### src/rtl/watch_mode_ctrl.sv
// watch_mode_ctrl: mode / field controller for the digital clock.
// Turns four debounced buttons into the mode register, set-field selector,
// inc/dec strobes with hold-to-repeat, a field blink mask, a timed date
// display, and commit/abort strobes for the time/date counter block.
//
// Handshake: there is no valid/ready pair. Every output is a registered
// level or a one-cycle strobe, updated on the clock edge after the button
// press is sampled. Inc_Pulse, Dec_Pulse, Commit and Abort are each high for
// exactly one cycle per event, and Commit and Abort are never high together.
module watch_mode_ctrl #(
  parameter int CLK_HZ       = 32768,
  parameter int NUM_MODES    = 4,
  parameter int NUM_FIELDS   = 3,
  parameter int TIMEOUT_S    = 30,
  parameter int DATE_HOLD_S  = 3,
  parameter int REPEAT_DELAY = 16384,
  parameter int REPEAT_RATE  = 4096,
  parameter int BLINK_DIV    = 16384,
  localparam int MW = (NUM_MODES > 1) ? $clog2(NUM_MODES) : 1,
  localparam int FW = (NUM_FIELDS > 1) ? $clog2(NUM_FIELDS) : 1
) (
  input  logic                  clk_32_768K,
  input  logic                  Reset,
  input  logic                  Button0,
  input  logic                  Button1,
  input  logic                  Button2,
  input  logic                  Button3,
  output logic [MW-1:0]         Mode,
  output logic [FW-1:0]         Field,
  output logic                  Inc_Pulse,
  output logic                  Dec_Pulse,
  output logic [NUM_FIELDS-1:0] Blink,
  output logic                  Show_Date,
  output logic                  Commit,
  output logic                  Abort
);

  localparam int TO_CYC   = TIMEOUT_S * CLK_HZ;
  localparam int DATE_CYC = DATE_HOLD_S * CLK_HZ;
  localparam int HOLD_MAX = (REPEAT_DELAY > REPEAT_RATE) ? REPEAT_DELAY : REPEAT_RATE;

  // Each counter is wide enough for the largest value it is loaded with.
  localparam int IW = (TO_CYC > 1) ? $clog2(TO_CYC) : 1;
  localparam int DW = (DATE_CYC > 0) ? $clog2(DATE_CYC + 1) : 1;
  localparam int HW = $clog2(HOLD_MAX + 1);
  localparam int BW = (BLINK_DIV > 1) ? $clog2(BLINK_DIV) : 1;

  localparam logic [IW-1:0] TO_LAST    = IW'(TO_CYC - 1);
  localparam logic [DW-1:0] DATE_LOAD  = DW'(DATE_CYC);
  localparam logic [HW-1:0] DELAY_LOAD = HW'(REPEAT_DELAY);
  localparam logic [HW-1:0] RATE_LOAD  = HW'(REPEAT_RATE);
  localparam logic [BW-1:0] BLINK_LAST = BW'(BLINK_DIV - 1);
  localparam logic [MW-1:0] MODE_LAST  = MW'(NUM_MODES - 1);
  localparam logic [FW-1:0] FIELD_LAST = FW'(NUM_FIELDS - 1);

  logic [3:0]    btn, btn_q, press;
  logic [MW-1:0] mode, mode_n;
  logic [FW-1:0] field, field_n;
  logic          inc_q, dec_q, commit_q, abort_q;
  logic          commit_n, abort_n;
  logic [1:0]    strobe;
  // hold[0] tracks Button2 (increment), hold[1] tracks Button3 (decrement).
  // A nonzero value means the button is armed for auto-repeat; the count is
  // the number of cycles left until the next repeat strobe.
  logic [HW-1:0] hold [2];
  logic [HW-1:0] hold_n [2];
  logic [IW-1:0] inact, inact_n;
  logic [DW-1:0] date, date_n;
  logic [BW-1:0] bcnt, bcnt_n;
  logic          phase, phase_n;
  logic          in_set, timeout, view_clr, activity;

  assign btn     = {Button3, Button2, Button1, Button0};
  assign press   = btn & ~btn_q;
  assign in_set  = (mode != '0);
  assign timeout = in_set && (inact == TO_LAST);

  // Next-state logic: timeout beats Button0, which beats Button1, which beats inc/dec.
  always_comb begin
    mode_n    = mode;
    field_n   = field;
    strobe    = 2'b00;
    commit_n  = 1'b0;
    abort_n   = 1'b0;
    hold_n[0] = hold[0];
    hold_n[1] = hold[1];
    date_n    = (date != '0) ? date - DW'(1) : '0;
    inact_n   = inact + IW'(1);
    view_clr  = 1'b0;
    activity  = 1'b0;
    bcnt_n    = bcnt;
    phase_n   = phase;

    if (timeout) begin
      mode_n    = '0;
      field_n   = '0;
      abort_n   = 1'b1;
      view_clr  = 1'b1;
      hold_n[0] = '0;
      hold_n[1] = '0;
    end else if (press[0]) begin
      mode_n    = (mode == MODE_LAST) ? '0 : mode + MW'(1);
      field_n   = '0;
      commit_n  = in_set;
      date_n    = '0;
      view_clr  = 1'b1;
      activity  = 1'b1;
      hold_n[0] = '0;
      hold_n[1] = '0;
    end else if (press[1] && in_set) begin
      field_n   = (field == FIELD_LAST) ? '0 : field + FW'(1);
      view_clr  = 1'b1;
      activity  = 1'b1;
      hold_n[0] = '0;
      hold_n[1] = '0;
    end else if (in_set) begin
      activity = press[2] | press[3];
      if (btn[2] && btn[3]) begin
        // Conflicting inc and dec: neither acts and neither stays armed.
        hold_n[0] = '0;
        hold_n[1] = '0;
      end else begin
        for (int k = 0; k < 2; k++) begin
          if (press[k+2]) begin
            strobe[k] = 1'b1;
            hold_n[k] = DELAY_LOAD;
          end else if (btn[k+2] && (hold[k] != '0)) begin
            if (hold[k] == HW'(1)) begin
              strobe[k] = 1'b1;
              hold_n[k] = RATE_LOAD;
            end else begin
              hold_n[k] = hold[k] - HW'(1);
            end
          end else begin
            hold_n[k] = '0;
          end
        end
      end
      if (strobe != 2'b00) begin
        activity = 1'b1;
        view_clr = 1'b1;
      end
    end else begin
      hold_n[0] = '0;
      hold_n[1] = '0;
      if (press[3]) begin
        date_n = DATE_LOAD;
      end
    end

    if (activity || (mode_n == '0)) begin
      inact_n = '0;
    end

    // Restart the blink cycle on any edit so the touched field shows at once.
    if (view_clr) begin
      bcnt_n  = '0;
      phase_n = 1'b0;
    end else if (bcnt == BLINK_LAST) begin
      bcnt_n  = '0;
      phase_n = ~phase;
    end else begin
      bcnt_n  = bcnt + BW'(1);
    end
  end

  // State and strobe registers, all cleared asynchronously by Reset.
  always_ff @(posedge clk_32_768K or posedge Reset) begin
    if (Reset) begin
      btn_q    <= '0;
      mode     <= '0;
      field    <= '0;
      inc_q    <= 1'b0;
      dec_q    <= 1'b0;
      commit_q <= 1'b0;
      abort_q  <= 1'b0;
      hold[0]  <= '0;
      hold[1]  <= '0;
      inact    <= '0;
      date     <= '0;
      bcnt     <= '0;
      phase    <= 1'b0;
    end else begin
      btn_q    <= btn;
      mode     <= mode_n;
      field    <= field_n;
      inc_q    <= strobe[0];
      dec_q    <= strobe[1];
      commit_q <= commit_n;
      abort_q  <= abort_n;
      hold[0]  <= hold_n[0];
      hold[1]  <= hold_n[1];
      inact    <= inact_n;
      date     <= date_n;
      bcnt     <= bcnt_n;
      phase    <= phase_n;
    end
  end

  // Blank the selected field during the second half of each blink period.
  always_comb begin
    for (int i = 0; i < NUM_FIELDS; i++) begin
      Blink[i] = in_set && phase && (field == FW'(i));
    end
  end

  assign Mode      = mode;
  assign Field     = field;
  assign Inc_Pulse = inc_q;
  assign Dec_Pulse = dec_q;
  assign Show_Date = (date != '0);
  assign Commit    = commit_q;
  assign Abort     = abort_q;

endmodule

### config.mk
export PLATFORM = sky130hd
export DESIGN_NAME = watch_mode_ctrl
export DESIGN_NICKNAME = d
export VERILOG_FILES = /design/src/rtl/watch_mode_ctrl.sv
export SDC_FILE = /design/constraint.sdc
export NUM_CORES = 1
export LEC_CHECK = 0
export CAP_MARGIN = 30
export CORE_ASPECT_RATIO = 0.6
export CORE_MARGIN = 1
export CORE_UTILIZATION = 55
export DETAILED_ROUTE_END_ITERATION = 6
export PLACE_DENSITY = 0.73
export SLEW_MARGIN = 40
export SYNTH_ARGS = -nofsm -noshare
export SYNTH_HDL_FRONTEND = slang
export SYNTH_SLANG_ARGS = --single-unit
### constraint.sdc
create_clock -name clk_32_768K -period 3.4 [get_ports clk_32_768K]
set_clock_uncertainty 0.2 [all_clocks]
set_input_delay 0.34 -clock clk_32_768K [delete_from_list [all_inputs] [get_ports clk_32_768K]]
set_output_delay 0.34 -clock clk_32_768K [all_outputs]
set_load 0.005 [all_outputs]
==> results.toml, run 1 <==
[power_and_ir_drop]
pwr-share-seq = 0.384
switching_power_mw = 1.20
p_leak_nw = 2.38
intPower_mw = 2.49
clock_power_share = 0.300
comb_power_share = 0.316
p_total_mw = 3.69
ir_drop_mv = 0.336
p_sw_frac = 0.326
power_density_mw_per_mm2 = 701

[synthesis]
ys_ff_latch = 94
synth_top_area_frac = 0.509
synth_seq_area_share = 0.509
async_flop_share = 1.00
yosysTopAreaCell = "dfrtp_1"
yosysWarningCount = 0
syn_area_mm2 = 0.00462
synth.distinct_cells = 44
avgSynthCellArea_um2 = 10.0
synth_edf_count = 0
netlist_top_cells_area = "dfrtp_1 (51%), xnor2_1 (7.4%), nor2_1 (7.2%), xor2_1 (4.7%), ha_1 (3.2%)"
ys.flop_type = "dfrtp_1"
synth_nets = 480
synth_cells = 462

[floorplanning]
die_w_um = 120
num_rows = 25
core_area_mm2 = 0.00801
io_pins = 18
die_area_mm2 = 0.00878
start_util = 0.577
die_y_um = 73

[critical_path]
critPathArrivalTime_ps = 2730
end_kind = "register"
crit_fanout = 15
r2r-end = "bcnt[0]"
r2r_slack_ps = 700
worst_r2r_path_depth = 6
startpoint_type = "register"
cp_data_required_time_ps = 3430
reg2reg_from = "Mode[0]"
critical_path_class = "reg2reg"

[global_route]
grt_antenna_before_repair = 0
grt_max_degree = 51
grt_usage = 0.217
grt_pass1_vias = 3051
grt_pass1_wl_um = 14700
grt-ovfl-total = 0

[final_layout]
multi_input_area_mm2 = 0.00217
diodes = 0
drive_above_1_share = 0.0673
syn_to_final_growth_pct = 13.9
fillers = 634
seq_area_mm2 = 0.00235
nets = 503
design_area_mm2 = 0.00526

[drt]
antenna_left = 0
drc = 0
wire_per_inst_um = 14.7
routed_via_density = 5.56
wl_um = 8790
drtPass1Iterations = 4
first_iter_violations = 201
vias = 3323

[clocking]
clkSinkCount = 94
clkTransAtPathRegs_ps = 70
numCtsBuffers = 9
clock_latency_ps = 340
hold_buffers = 0
ctsHtreeMaxLevel = 3
cts_tree = "built"
clk_path_buf_depth = 2
cts_resized = 0
cts_setup_buffers = 0
root_buffer = "clkbuf_16"

[timing]
fin_crit_sh = 0.793
finalSetupViolCount = 0
worst_slack_ps = 705
maxSlewViolCount = 0
fmax_mhz = 371
min_period_ps = 2700
grt_setup_unrepaired = "no"
setup-tns-final_ps = 0
max_slew_margin = 0.537
worstMarginPinSlew_ps = 689
hold_viol = 0

[flow_run]
cap_violations = 0

[placement]
dp_hpwl_um = 6060
place.gp.congestion = 0.790
io_buffers = 17
place_ws_ps = 691
post_dp_cell_area_mm2 = 0.00492

[outcome]
status = "completed"

[hold_path]
hold_class = "in2async"
-- logic make-up (layout without fill, tap and decap cells) --
logic type / count (synthesis) / in the layout / share of synthesized area
buffers and inverters: 25 / 53 / 0.0233
and+or+nand+nor: 223 / 223 / 0.253
DFF: 94 / 94 / 0.509
AOI/OAI and AO/OA: 44 / 44 / 0.0612
adders and majority gates: 12 / 12 / 0.0325
xor gates and xnor gates: 64 / 64 / 0.121
-- per-layer routing --
metal	routed length, um	GRT usage	up-vias
met2	3850	0.321	51
met4	92	0.0700	0
met1	4580	0.311	1617
met3	269	0.0609	7
met5	0	0	-
li1	-	-	1648
-- final cells by class --
cell class | instances | share of cell area
flip-flops and latches | 94 | 0.447
multi-input cells | 343 | 0.412
clock buffers | 13 | 0.0514
repair buffers | 21 | 0.0404
well taps | 108 | 0.0257
clock inverters | 3 | 0.0124
inverters | 16 | 0.0117
-- worst max path at each step --
stage                       start        to  slack (ps)  depth (start not counted)
after floorplan             Reset     Abort         410                          1
after global placement    Button0   bcnt[0]         830                          5
after detailed placement  Button0   bcnt[0]         690                          5
after CTS                 Mode[0]  Blink[1]         740                          5
after global routing      Mode[0]   bcnt[0]         450                          6
final                     Mode[0]   bcnt[0]         700                          6
-- sequential cells by signal (all words and copies together) (netlist names) --
name       cells
date          17
Field          2
Inc_Pulse      1
phase          1
bcnt          14
hold          30
Dec_Pulse      1
inact         20
Commit         1
Mode           2
Abort          1
btn_q          4
-- cells in the final DEF, fill, tap and decap left out, types with 4 or more instances in the layout --
master,Yosys,layout
dfrtp_1,94,94
nor2_1,89,89
xnor2_1,39,39
nand3_1,25,25
xor2_1,25,25
nor3_1,23,23
nand2_1,20,20
a21oi_1,19,19
clkdlybuf4s50_1,0,17
nand4_1,16,16
inv_1,16,15
ha_1,12,12
nor4_1,11,11
clkbuf_16,0,9
and3_1,8,8
or4_4,4,4
o31ai_1,4,4
nor3b_1,5,4
-- cells in the mapped netlist, types with 3 or more instances --
cell,number
nor4_4,3
or4_4,4
nand4_1,16
a21oi_1,19
o41ai_1,3
and4_1,3
xnor2_1,39
nor3b_1,5
buf_2,5
nor3_1,23
inv_1,16
and3_1,8
nor2_1,89
xor2_1,25
o21ai_0,3
nor4_1,11
dfrtp_1,94
nand3_1,25
nor2b_1,3
nand2_1,20
o31ai_1,4
ha_1,12
-- power by group through the flow --
| stage | sequential [mW] | clock [mW] | combinational, mW |
|---|---|---|---|
| finish | 1.42 | 1.11 | 1.17 |
| global route | 1.43 | 1.17 | 1.31 |
| CTS | 1.41 | 1.13 | 1.17 |
| detailed placement | 1.43 | 0 | 1.15 |
| global placement | 1.42 | 0 | 1.13 |
| floorplan | 1.40 | 0 | 0.926 |
-- metrics by stage --
step	util	hold WS [ps]	std cells
global route	0.657	115	598
global placement	0.615	251	582
finish	0.657	84.6	598
detailed placement	0.615	262	582
CTS	0.657	98.2	598
floorplan	-	171	462
-- critical path, cell delays in order (launching register included) --
cell     delay (ps)
dfrtp_1         430
inv_1            80
ha_1            340
nor4_1          130
a21oi_1         370
nand4_1         620
nor3_1          400
Power figures use the tool's default switching activity.
==> inputs of run 2 (changes only) <==
==> constraint.sdc (replaced) <==
create_clock -name clk_32_768K -period 2.6 [get_ports clk_32_768K]
set_clock_uncertainty 0.2 [all_clocks]
set_input_delay 0.26 -clock clk_32_768K [delete_from_list [all_inputs] [get_ports clk_32_768K]]
set_output_delay 0.26 -clock clk_32_768K [all_outputs]
set_load 0.005 [all_outputs]
==> run 2 against run 1 <==
  * Combinational power up 37%
  * Wire length rose by 2.3%
  * Non-clock buffer count grew 7
  * Register-to-register slack got worse by 510 ps
  * Global-route usage up 0.96 points
  * Sequential power up 30%
  * Clock power is 7% higher
  * First-iteration DRC count up 2.5%
  * Sequential share of layout area about the same
  * Critical endpoint is now Show_Date
  * Highest routed layer unchanged
==> results.toml, run 2 (synthesis results as in run 1) <==
[drt]
wl_um = 8990
wl_met3_um = 335
met1_length_um = 4570
wire_per_inst_um = 14.9
antenna_left = 0
wl_met2_um = 4000
drc = 0
drtPass1Iterations = 4
vias = 3358
first_iter_violations = 206
routed_via_density = 5.56
dr.max_layer_used = "met4"

[final_layout]
diodes = 0
reg_top3 = "hold: 30 flops, inact: 20 flops, date: 17 flops"
drive_above_1_share = 0.0806
multi_input_area_mm2 = 0.00217
seq_area_mm2 = 0.00235
fillers = 659
syn_to_final_growth_pct = 13.9
nets = 510
largest-register = "hold"
final_common_cell = "dfrtp_1"
largest_register_ffs = 30
final_cell_mix = "dfrtp_1 (93), nor2_1 (89), xnor2_1 (39)"

[timing]
grt_setup_unrepaired = "no"
hold_viol = 0
setup-tns-final_ps = 0
fmax_mhz = 398
max_slew_margin = 0.605
worst_slack_ps = 87.7
finalSetupViolCount = 0
maxSlewViolCount = 0
whs_ps = 13.1
worstMarginPinSlew_ps = 590
fin_crit_sh = 0.966
min_period_ps = 2510

[placement]
dp_hpwl_um = 6290
place_ws_ps = 130
place.gp.congestion = 0.797
io_buffers = 17

[critical_path]
path_cells = "or4_4 > nand4b_1 > clkdlybuf4s50_1"
critPathArrivalTime_ps = 2050
cp_data_required_time_ps = 2140
end_kind = "output pin"
cp_num_buf_inv = 1
startpoint_type = "register"
critPathMaxStageDelay_ps = 560
critical_path_class = "reg2out"
slowest_stage = "or4_4"
critPathTopFamily = "simple AND/OR/NAND/NOR gates"
crit_fanout = 4

[clocking]
hold_buffers = 0
root_buffer = "clkbuf_16"
numCtsBuffers = 9
clk_path_buf_depth = 2
clkSinkCount = 94
clkTransAtPathRegs_ps = 60
clock_latency_ps = 330
ctsHtreeMaxLevel = 3
cts_tree = "built"

[floorplanning]
start_util = 0.577
io_pins = 18
core_area_mm2 = 0.00801
die_w_um = 120
die_y_um = 73
num_rows = 25
die_area_mm2 = 0.00878

[global_route]
grt_pass1_vias = 3263
grt_pass1_wl_um = 15400
grt_max_degree = 87
grt-ovfl-total = 0
grt_usage = 0.227
grt_antenna_before_repair = 0

[power_and_ir_drop]
p_leak_nw = 2.37
comb_power_share = 0.345
power_density_mw_per_mm2 = 883
p_sw_frac = 0.339
switching_power_mw = 1.58
intPower_mw = 3.07
clock_power_share = 0.256
ir_drop_mv = 0.511
pwr-share-seq = 0.399

[flow_run]
cap_violations = 0

[hold_path]
hold_class = "in2async"

[outcome]
status = "completed"
==> run 2: cell count changes in the layout (fill, tap and decap cells not counted) <==
cell and delta:
clkbuf_1 +2, nor4_1 -1, ha_2 +1, clkbuf_8 -1
bufinv_16 -2, clkinv_2 -1, dfrtp_1 -1, dfrtp_2 +1
nor4_2 +1, clkinvlp_4 +1, buf_4 +7, ha_1 -1
==> run 2: worst paths after layout <==
kind	cells after the start	endpoint	slack, ps	start
worst max-delay path	3	Show_Date	90	date[9]
worst min-delay path	2	bcnt[13]	10	Reset
worst max register to register	6	hold[24]	190	Mode[0]
worst min register to register	1	date[0]	270	date[0]
max in group asynchronous	3	btn_q[1]	1500	Reset
min in group clk_32_768K	1	btn_q[0]	230	Button0
==> run 2: area by class of cell <==
cell class | instances | share of cell area
clock inverters | 1 | 0.000951
flip-flops and latches | 94 | 0.447
well taps | 108 | 0.0257
clock buffers | 14 | 0.0502
multi-input cells | 343 | 0.413
repair buffers | 28 | 0.0504
inverters | 16 | 0.0121
==> run 2: per-layer routing <==
layer	GRT usage	up-vias
li1	-	1668
met1	0.319	1624
met2	0.352	57
met3	0.0484	9
met4	0.0782	0
met5	0	-
==> run 2: through the flow <==
stage / power, mW / std cells / util / instance area, um2
after global routing: 4.95 / 604 / 0.657 / 5260
after floorplan: 3.04 / 462 / - / 4620
after detailed placement: 3.44 / 588 / 0.621 / 4970
after CTS: 4.68 / 604 / 0.656 / 5260
final: 4.65 / 604 / 0.657 / 5260
after global placement: 3.38 / 588 / 0.621 / 4970
==> run 2: what timing repair did <==
action | in CTS | in global routing
pin swaps | 0 | 0
setup endpoints to repair | 2 | 2
gates resized for setup | 2 | 2
gates cloned | 0 | 0
setup buffers | 1 | 0
==> run 2: power by group through the flow <==
stage	clock network [mW]	registers (mW)	logic, mW
2_1_floorplan	0	1.83	1.21
3_3_place_gp	0	1.86	1.52
3_5_place_dp	0	1.87	1.57
4_1_cts	1.22	1.85	1.61
5_1_grt	1.28	1.88	1.79
6_report	1.19	1.85	1.60
==> run 2: worst reg2reg max path, stage by stage, from the launching register on <==
cell and delay, ps:
dfrtp_2 440, inv_1 80, ha_2 280, nor4_1 110, a21oi_1 350, nand4_1 560, a21oi_1 300
==> inputs of run 3 (changes only) <==
--- a/config.mk
+++ b/config.mk
@@ -9,6 +9,7 @@
 export CORE_ASPECT_RATIO = 0.6
 export CORE_MARGIN = 1
 export CORE_UTILIZATION = 55
+export CTS_CLUSTER_DIAMETER = 100
 export DETAILED_ROUTE_END_ITERATION = 6
 export PLACE_DENSITY = 0.73
 export SLEW_MARGIN = 40
==> results of run 3 <==
Same layout as run 2: the final DEF is identical, and so are final timing and power.
